==> config.mk <==
export PLATFORM = sky130hd
export DESIGN_NAME = overlap_out_packer_flat
export DESIGN_NICKNAME = d
export VERILOG_FILES = /design/src/rtl/overlap_out_packer_if.sv /design/src/rtl/overlap_out_packer.sv /design/src/flat_wrapper.sv
export SDC_FILE = /design/constraint.sdc
export NUM_CORES = 1
export LEC_CHECK = 0
export ABC_AREA = 1
export CORE_MARGIN = 3
export CORE_UTILIZATION = 35
export DETAILED_ROUTE_END_ITERATION = 12
export GPL_ROUTABILITY_DRIVEN = 0
export PLACE_DENSITY_LB_ADDON = 0.1
export SLEW_MARGIN = 20
export SYNTH_ARGS = -nofsm -noshare
export SYNTH_HDL_FRONTEND = slang
export SYNTH_SLANG_ARGS = --single-unit
==> constraint.sdc <==
create_clock -name clk_i -period 3.2 [get_ports clk_i]
set_input_delay 0.48 -clock clk_i [delete_from_list [all_inputs] [get_ports clk_i]]
set_output_delay 0.48 -clock clk_i [all_outputs]
set_load 0.01 [all_outputs]
==> src/rtl/overlap_out_packer_if.sv <==
// Stream bundle for overlap_out_packer.
// Carries the unthrottled input vector from the overlap stage, the flush
// control, and the ready/valid output beat with its row/frame tags and status.
//   master : producer/consumer side (drives clear, vector in, ready)
//   slave  : packer side (drives head vector, valid, tags, status)
interface overlap_out_packer_if #(
    parameter int PIX_WIDTH     = 8,
    parameter int SIZE_OF_INPUT = 5,
    parameter int FIFO_DEPTH    = 4
);
    localparam int W  = PIX_WIDTH * SIZE_OF_INPUT;
    localparam int LW = $clog2(FIFO_DEPTH) + 1;

    logic          clear_i;
    logic          valid_i;
    logic [W-1:0]  buffer_i;
    logic [W-1:0]  m_data_o;
    logic          m_valid_o;
    logic          m_ready_i;
    logic          m_last_row_o;
    logic          m_last_frame_o;
    logic          frame_done_o;
    logic          overflow_o;
    logic [LW-1:0] level_o;

    modport master (
        output clear_i, valid_i, buffer_i, m_ready_i,
        input  m_data_o, m_valid_o, m_last_row_o, m_last_frame_o,
               frame_done_o, overflow_o, level_o
    );

    modport slave (
        input  clear_i, valid_i, buffer_i, m_ready_i,
        output m_data_o, m_valid_o, m_last_row_o, m_last_frame_o,
               frame_done_o, overflow_o, level_o
    );
endinterface

==> src/rtl/overlap_out_packer.sv <==
// overlap_out_packer
// Captures result vectors from the overlap-add stage (no backpressure there)
// into a small first-word-fall-through FIFO and replays them on a ready/valid
// stream tagged with row and frame boundaries. Vectors arriving into a full
// FIFO with no simultaneous read are dropped and flagged by sticky overflow.
// Ports:
//   clk_i  : clock, rising edge
//   rst_i  : synchronous reset, active high (priority over clear_i)
//   bus    : overlap_out_packer_if.slave
//            clear_i flush, valid_i/buffer_i input vector,
//            m_data_o/m_valid_o/m_ready_i output stream,
//            m_last_row_o/m_last_frame_o beat tags, frame_done_o pulse,
//            overflow_o sticky drop flag, level_o occupancy
module overlap_out_packer #(
    parameter int PIX_WIDTH      = 8,
    parameter int SIZE_OF_INPUT  = 5,
    parameter int VEC_PER_ROW    = 2,
    parameter int ROWS_PER_FRAME = 5,
    parameter int FIFO_DEPTH     = 4
) (
    input logic                clk_i,
    input logic                rst_i,
    overlap_out_packer_if.slave bus
);
    localparam int W  = PIX_WIDTH * SIZE_OF_INPUT;
    localparam int AW = $clog2(FIFO_DEPTH);
    localparam int LW = AW + 1;
    localparam int CW = (VEC_PER_ROW > 1) ? $clog2(VEC_PER_ROW) : 1;
    localparam int RW = (ROWS_PER_FRAME > 1) ? $clog2(ROWS_PER_FRAME) : 1;

    typedef enum logic {IDLE, ACTIVE} state_t;

    logic [W-1:0]  mem [FIFO_DEPTH];
    logic [AW-1:0] wr_ptr, rd_ptr;
    logic [LW-1:0] level;
    logic [CW-1:0] col_cnt;
    logic [RW-1:0] row_cnt;
    state_t        state;
    logic          frame_done, overflow;

    logic full, not_empty, rd, wr, last_row, last_frame;

    assign full       = (level == LW'(FIFO_DEPTH));
    assign not_empty  = (level != '0);
    assign rd         = not_empty && bus.m_ready_i;
    // A read in the same cycle frees the slot, so a full FIFO still accepts.
    assign wr         = bus.valid_i && (!full || rd);
    assign last_row   = not_empty && (col_cnt == CW'(VEC_PER_ROW - 1));
    assign last_frame = last_row && (row_cnt == RW'(ROWS_PER_FRAME - 1));

    assign bus.m_data_o       = mem[rd_ptr];
    assign bus.m_valid_o      = not_empty;
    assign bus.m_last_row_o   = last_row;
    assign bus.m_last_frame_o = last_frame;
    assign bus.frame_done_o   = frame_done;
    assign bus.overflow_o     = overflow;
    assign bus.level_o        = level;

    // Storage needs no reset: contents are only observed while level != 0.
    always_ff @(posedge clk_i) begin
        if (wr) mem[wr_ptr] <= bus.buffer_i;
    end

    always_ff @(posedge clk_i) begin
        if (rst_i || bus.clear_i) begin
            wr_ptr     <= '0;
            rd_ptr     <= '0;
            level      <= '0;
            col_cnt    <= '0;
            row_cnt    <= '0;
            state      <= IDLE;
            frame_done <= 1'b0;
            overflow   <= 1'b0;
        end else begin
            frame_done <= 1'b0;
            // Pointers wrap naturally: depth is a power of two.
            if (wr) wr_ptr <= wr_ptr + AW'(1);
            if (rd) rd_ptr <= rd_ptr + AW'(1);
            if (bus.valid_i && !wr) overflow <= 1'b1;

            case ({wr, rd})
                2'b10:   level <= level + LW'(1);
                2'b01:   level <= level - LW'(1);
                default: level <= level;
            endcase

            if (rd) begin
                if (last_frame) begin
                    col_cnt <= '0;
                    row_cnt <= '0;
                end else if (last_row) begin
                    col_cnt <= '0;
                    row_cnt <= row_cnt + RW'(1);
                end else begin
                    col_cnt <= col_cnt + CW'(1);
                end
            end

            case (state)
                IDLE: if (rd) begin
                    // A one-beat frame completes without leaving IDLE.
                    if (last_frame) frame_done <= 1'b1;
                    else            state      <= ACTIVE;
                end
                ACTIVE: if (rd && last_frame) begin
                    frame_done <= 1'b1;
                    state      <= IDLE;
                end
                default: state <= IDLE;
            endcase
        end
    end
endmodule
==> src/flat_wrapper.sv <==
// flat-port wrapper written by rule: the top's interface ports become plain ports
module overlap_out_packer_flat 
#(
    parameter int PIX_WIDTH      = 8,
    parameter int SIZE_OF_INPUT  = 5,
    parameter int VEC_PER_ROW    = 2,
    parameter int ROWS_PER_FRAME = 5,
    parameter int FIFO_DEPTH     = 4
)
  (clk_i, rst_i, bus_clear_i, bus_valid_i, bus_buffer_i, bus_m_ready_i, bus_m_data_o, bus_m_valid_o, bus_m_last_row_o, bus_m_last_frame_o, bus_frame_done_o, bus_overflow_o, bus_level_o);
  overlap_out_packer_if #(.PIX_WIDTH(PIX_WIDTH), .SIZE_OF_INPUT(SIZE_OF_INPUT), .FIFO_DEPTH(FIFO_DEPTH)) bus_i ();
  input logic clk_i;
  input logic rst_i;
  input wire logic [$bits(bus_i.clear_i)-1:0] bus_clear_i;
  input wire logic [$bits(bus_i.valid_i)-1:0] bus_valid_i;
  input wire logic [$bits(bus_i.buffer_i)-1:0] bus_buffer_i;
  input wire logic [$bits(bus_i.m_ready_i)-1:0] bus_m_ready_i;
  output wire logic [$bits(bus_i.m_data_o)-1:0] bus_m_data_o;
  output wire logic [$bits(bus_i.m_valid_o)-1:0] bus_m_valid_o;
  output wire logic [$bits(bus_i.m_last_row_o)-1:0] bus_m_last_row_o;
  output wire logic [$bits(bus_i.m_last_frame_o)-1:0] bus_m_last_frame_o;
  output wire logic [$bits(bus_i.frame_done_o)-1:0] bus_frame_done_o;
  output wire logic [$bits(bus_i.overflow_o)-1:0] bus_overflow_o;
  output wire logic [$bits(bus_i.level_o)-1:0] bus_level_o;
  assign bus_i.clear_i = bus_clear_i;
  assign bus_i.valid_i = bus_valid_i;
  assign bus_i.buffer_i = bus_buffer_i;
  assign bus_i.m_ready_i = bus_m_ready_i;
  assign bus_m_data_o = bus_i.m_data_o;
  assign bus_m_valid_o = bus_i.m_valid_o;
  assign bus_m_last_row_o = bus_i.m_last_row_o;
  assign bus_m_last_frame_o = bus_i.m_last_frame_o;
  assign bus_frame_done_o = bus_i.frame_done_o;
  assign bus_overflow_o = bus_i.overflow_o;
  assign bus_level_o = bus_i.level_o;
  overlap_out_packer #(.PIX_WIDTH(PIX_WIDTH), .SIZE_OF_INPUT(SIZE_OF_INPUT), .VEC_PER_ROW(VEC_PER_ROW), .ROWS_PER_FRAME(ROWS_PER_FRAME), .FIFO_DEPTH(FIFO_DEPTH)) u_core (.clk_i(clk_i), .rst_i(rst_i), .bus(bus_i));
endmodule
==> flow_summary_export.csv <==
group,metric,value,unit
detailed_routing,routed_wl,14600,um
detailed_routing,wl_met2,7030,um
detailed_routing,ant_nets,0,
timing,maxSlewHeadroom,0.458,
cts,cts-hold-fix-buffers,0,
detailed_routing,dr.first_iter.drc_count,260,
critical_path,reg2reg_to,"u_core.bus.level_o[2]",
global_route,antenna_found_initial,1,
finish,fin_nets,637,
global_route,grt_overflow,0,
critical_path,r2r_cells,10,
cts,clock_sink_count,175,
detailed_routing,drc_errors,0,
detailed_routing,dr.pass1.iters,4,
logic_synthesis,post_synth.cell_area_avg,13.8,um2
critical_path,worst-setup-path-type,"register to output pin",
cts,root_buffer,"clkbuf_16",
hold_path,hp-class,"register to register",
timing,rsz0062_at_grt,"no",
critical_path,r2r_start,"u_core.bus.level_o[0]",
critical_path,worstPathRequired,2.72,ns
timing,skew,0.00955,ns
die,fp.dieH,144,um
critical_path,reg2reg_slack,1.30,ns
finish,drive_gt1_frac,0.104,
logic_synthesis,async_flop_share,0,
detailed_routing,via_per_inst,4.96,
die,dieArea,20900,um2
placement,numPortBuffers,92,
logic_synthesis,synthesis.nets,541,
detailed_routing,m1WireLength,6570,um
power,p_leak,2.88,nW
global_route,grt_pass1_wl,22900,um
run,drv_cap,0,
logic_synthesis,synth_edf_count,160,
global_route,track_usage,0.146,
cts,worstSkewPairLatency,0.42,ns
cts,cts_resized,0,
logic_synthesis,yosysSeqAreaShare,0.760,
timing,finalSetupViolations,0,
finish,final_core_util,0.454,
detailed_routing,route.met3.wl,763,um
cts,cts_max_level,4,
timing,min_period,2.99,ns
critical_path,crit_end,"bus_m_data_o[6]",
timing,hold_viol,0,
timing,report.final.slew_viol_count,0,
die,initial_utilization,0.358,
critical_path,end_kind,"output pin",
power,irDropWorstVdd,0.383,mV
finish,num_antenna_cells,0,
die,std_cell_rows,50,
status,status,"completed",
logic_synthesis,synthDistinctLibCells,28,
cts,cts_tree,"built",
cts,cts_buffers,17,
timing,tightest_slew,0.813,ns
cts,clock_path_buffers,2,
placement,hpwlAfterDp,8480,um
timing,timing.fmax,0.334,GHz
logic_synthesis,syn-instance-count,488,
timing,tns,0,ns
detailed_routing,num_vias,4114,
power,powerDensity,580,nW/um2
die,io_pins,93,
global_route,grt_pass1_vias,4222,
critical_path,path_max_fanout,80,
timing,period_share,0.935,
global_route,grt_start_max_net_pins,81,
finish,synthToLayoutAreaGrowth,27.0,%
die,core_area,18800,um2
critical_path,arrival,2.51,ns
detailed_routing,wl_per_cell,17.6,um
cts,post_cts_buffers,0,
detailed_routing,routed.top_layer,"met5",
logic_synthesis,ys_warn_count,0,
cts,clkTransAtPathRegs,0.07,ns
critical_path,worstSetupStartpointType,"register",
logic_synthesis,synth_flop_cell,"edfxtp_1",
logic_synthesis,synthesis.area,6710,um2
logic_synthesis,synth_seq_cells,175,
die,die_w,144,um
## cell usage after synthesis, types with 3 or more instances
cell type | n | area share
nand2_1 | 14 | 0.0078
a21oi_1 | 7 | 0.0052
nor2_1 | 91 | 0.051
clkbuf_2 | 4 | 0.0030
nand4_1 | 3 | 0.0028
o21ai_1 | 17 | 0.013
ha_1 | 7 | 0.013
nand2_4 | 3 | 0.0050
o21ai_0 | 69 | 0.051
o22ai_1 | 40 | 0.037
dfxtp_1 | 15 | 0.045
inv_1 | 19 | 0.011
clkbuf_1 | 3 | 0.0017
buf_2 | 9 | 0.0067
inv_2 | 3 | 0.0017
edfxtp_1 | 160 | 0.72
buf_4 | 9 | 0.010
## worst max-delay path: stages, from the launching register on
cell and delay, ns:
dfxtp_2 0.35, buf_4 0.65, o21ai_0 0.21, o22ai_1 0.28, clkdlybuf4s50_1 0.59
## report_power, final
| group | switching (mW) | internal [mW] |
|---|---|---|
| sequential | 0.0174 | 2.56 |
| clock | 0.848 | 1.15 |
| combinational | 0.190 | 0.174 |
## flip-flops by register name, summed over array words and instances, names as in the netlist, named ones only
register	flops
u_core.mem	160
u_core.bus.level_o	3
u_core.row_cnt	3
u_core.rd_ptr	2
u_core.wr_ptr	2
u_core.bus.frame_done_o	1
u_core.bus.overflow_o	1
u_core.col_cnt	1
## cells by family (layout without fill, tap and decap cells)
| kind of cell | count (synthesis) | in the layout | synth area share |
|---|---|---|---|
| flops | 175 | 175 | 0.760 |
| compound gates | 137 | 137 | 0.112 |
| simple gates | 116 | 116 | 0.0736 |
| buf+inv | 51 | 159 | 0.0369 |
| fa+ha+maj | 8 | 8 | 0.0160 |
| xor+xnor | 1 | 1 | 0.00130 |
## layout by cell type (no fill, tap or decap)
cell / instances
nand2_4: 3
dfxtp_1: 13
fa_1: 1
clkinv_1: 1
o21ai_0: 69
o22ai_1: 40
clkinv_2: 4
buf_12: 5
inv_4: 2
clkinv_4: 3
o21bai_1: 1
a21oi_2: 2
nor2_1: 87
o21ai_2: 1
a21oi_1: 7
inv_6: 2
edfxtp_1: 160
dfxtp_2: 2
ha_1: 7
clkinvlp_4: 3
clkbuf_16: 17
clkdlybuf4s50_1: 92
buf_4: 5
nand3_2: 2
o21ai_1: 17
clkbuf_1: 1
bufinv_16: 2
inv_2: 3
nand4_1: 3
nor2_4: 6
nand2_1: 14
inv_1: 19
xor2_1: 1
nand3_1: 1
## metal layers
metal	vias to the layer above	global-route usage
met2	78	0.237
met1	2029	0.183
met5	-	0
met4	2	0.0520
li1	1984	-
met3	21	0.0473
## stage by stage
step,setup WS [ns],hold slack (ns),cells,area [um2],total power [mW]
2_1_floorplan,0.413,0.469,488,6710,2.78
3_3_place_gp,0.663,0.447,799,7950,3.00
3_5_place_dp,0.632,0.448,799,7950,3.00
4_1_cts,0.170,0.460,830,8520,5.00
5_1_grt,0.0252,0.490,830,8520,5.11
6_report,0.208,0.451,830,8520,4.94
## worst min path at each step
stage	startpoint	endpoint	slack, ns	cells past startpoint
2_1_floorplan	u_core.rd_ptr[0]	register	0.47	1
3_5_place_dp	u_core.bus.overflow_o	u_core.bus.overflow_o	0.45	2
4_1_cts	u_core.bus.overflow_o	u_core.bus.overflow_o	0.46	2
3_3_place_gp	u_core.bus.overflow_o	u_core.bus.overflow_o	0.45	2
6_report	u_core.bus.overflow_o	u_core.bus.overflow_o	0.45	2
5_1_grt	u_core.bus.overflow_o	u_core.bus.overflow_o	0.49	2
## layout make-up
class	count	area, um2
repair buffers	102	1060
clock inverters	13	141
flip-flops and latches	175	5110
inverters	26	104
fillers	1651	10200
well taps	234	293
clock buffers	18	429
multi-input cells	262	1390
Power figures use the tool's default switching activity.
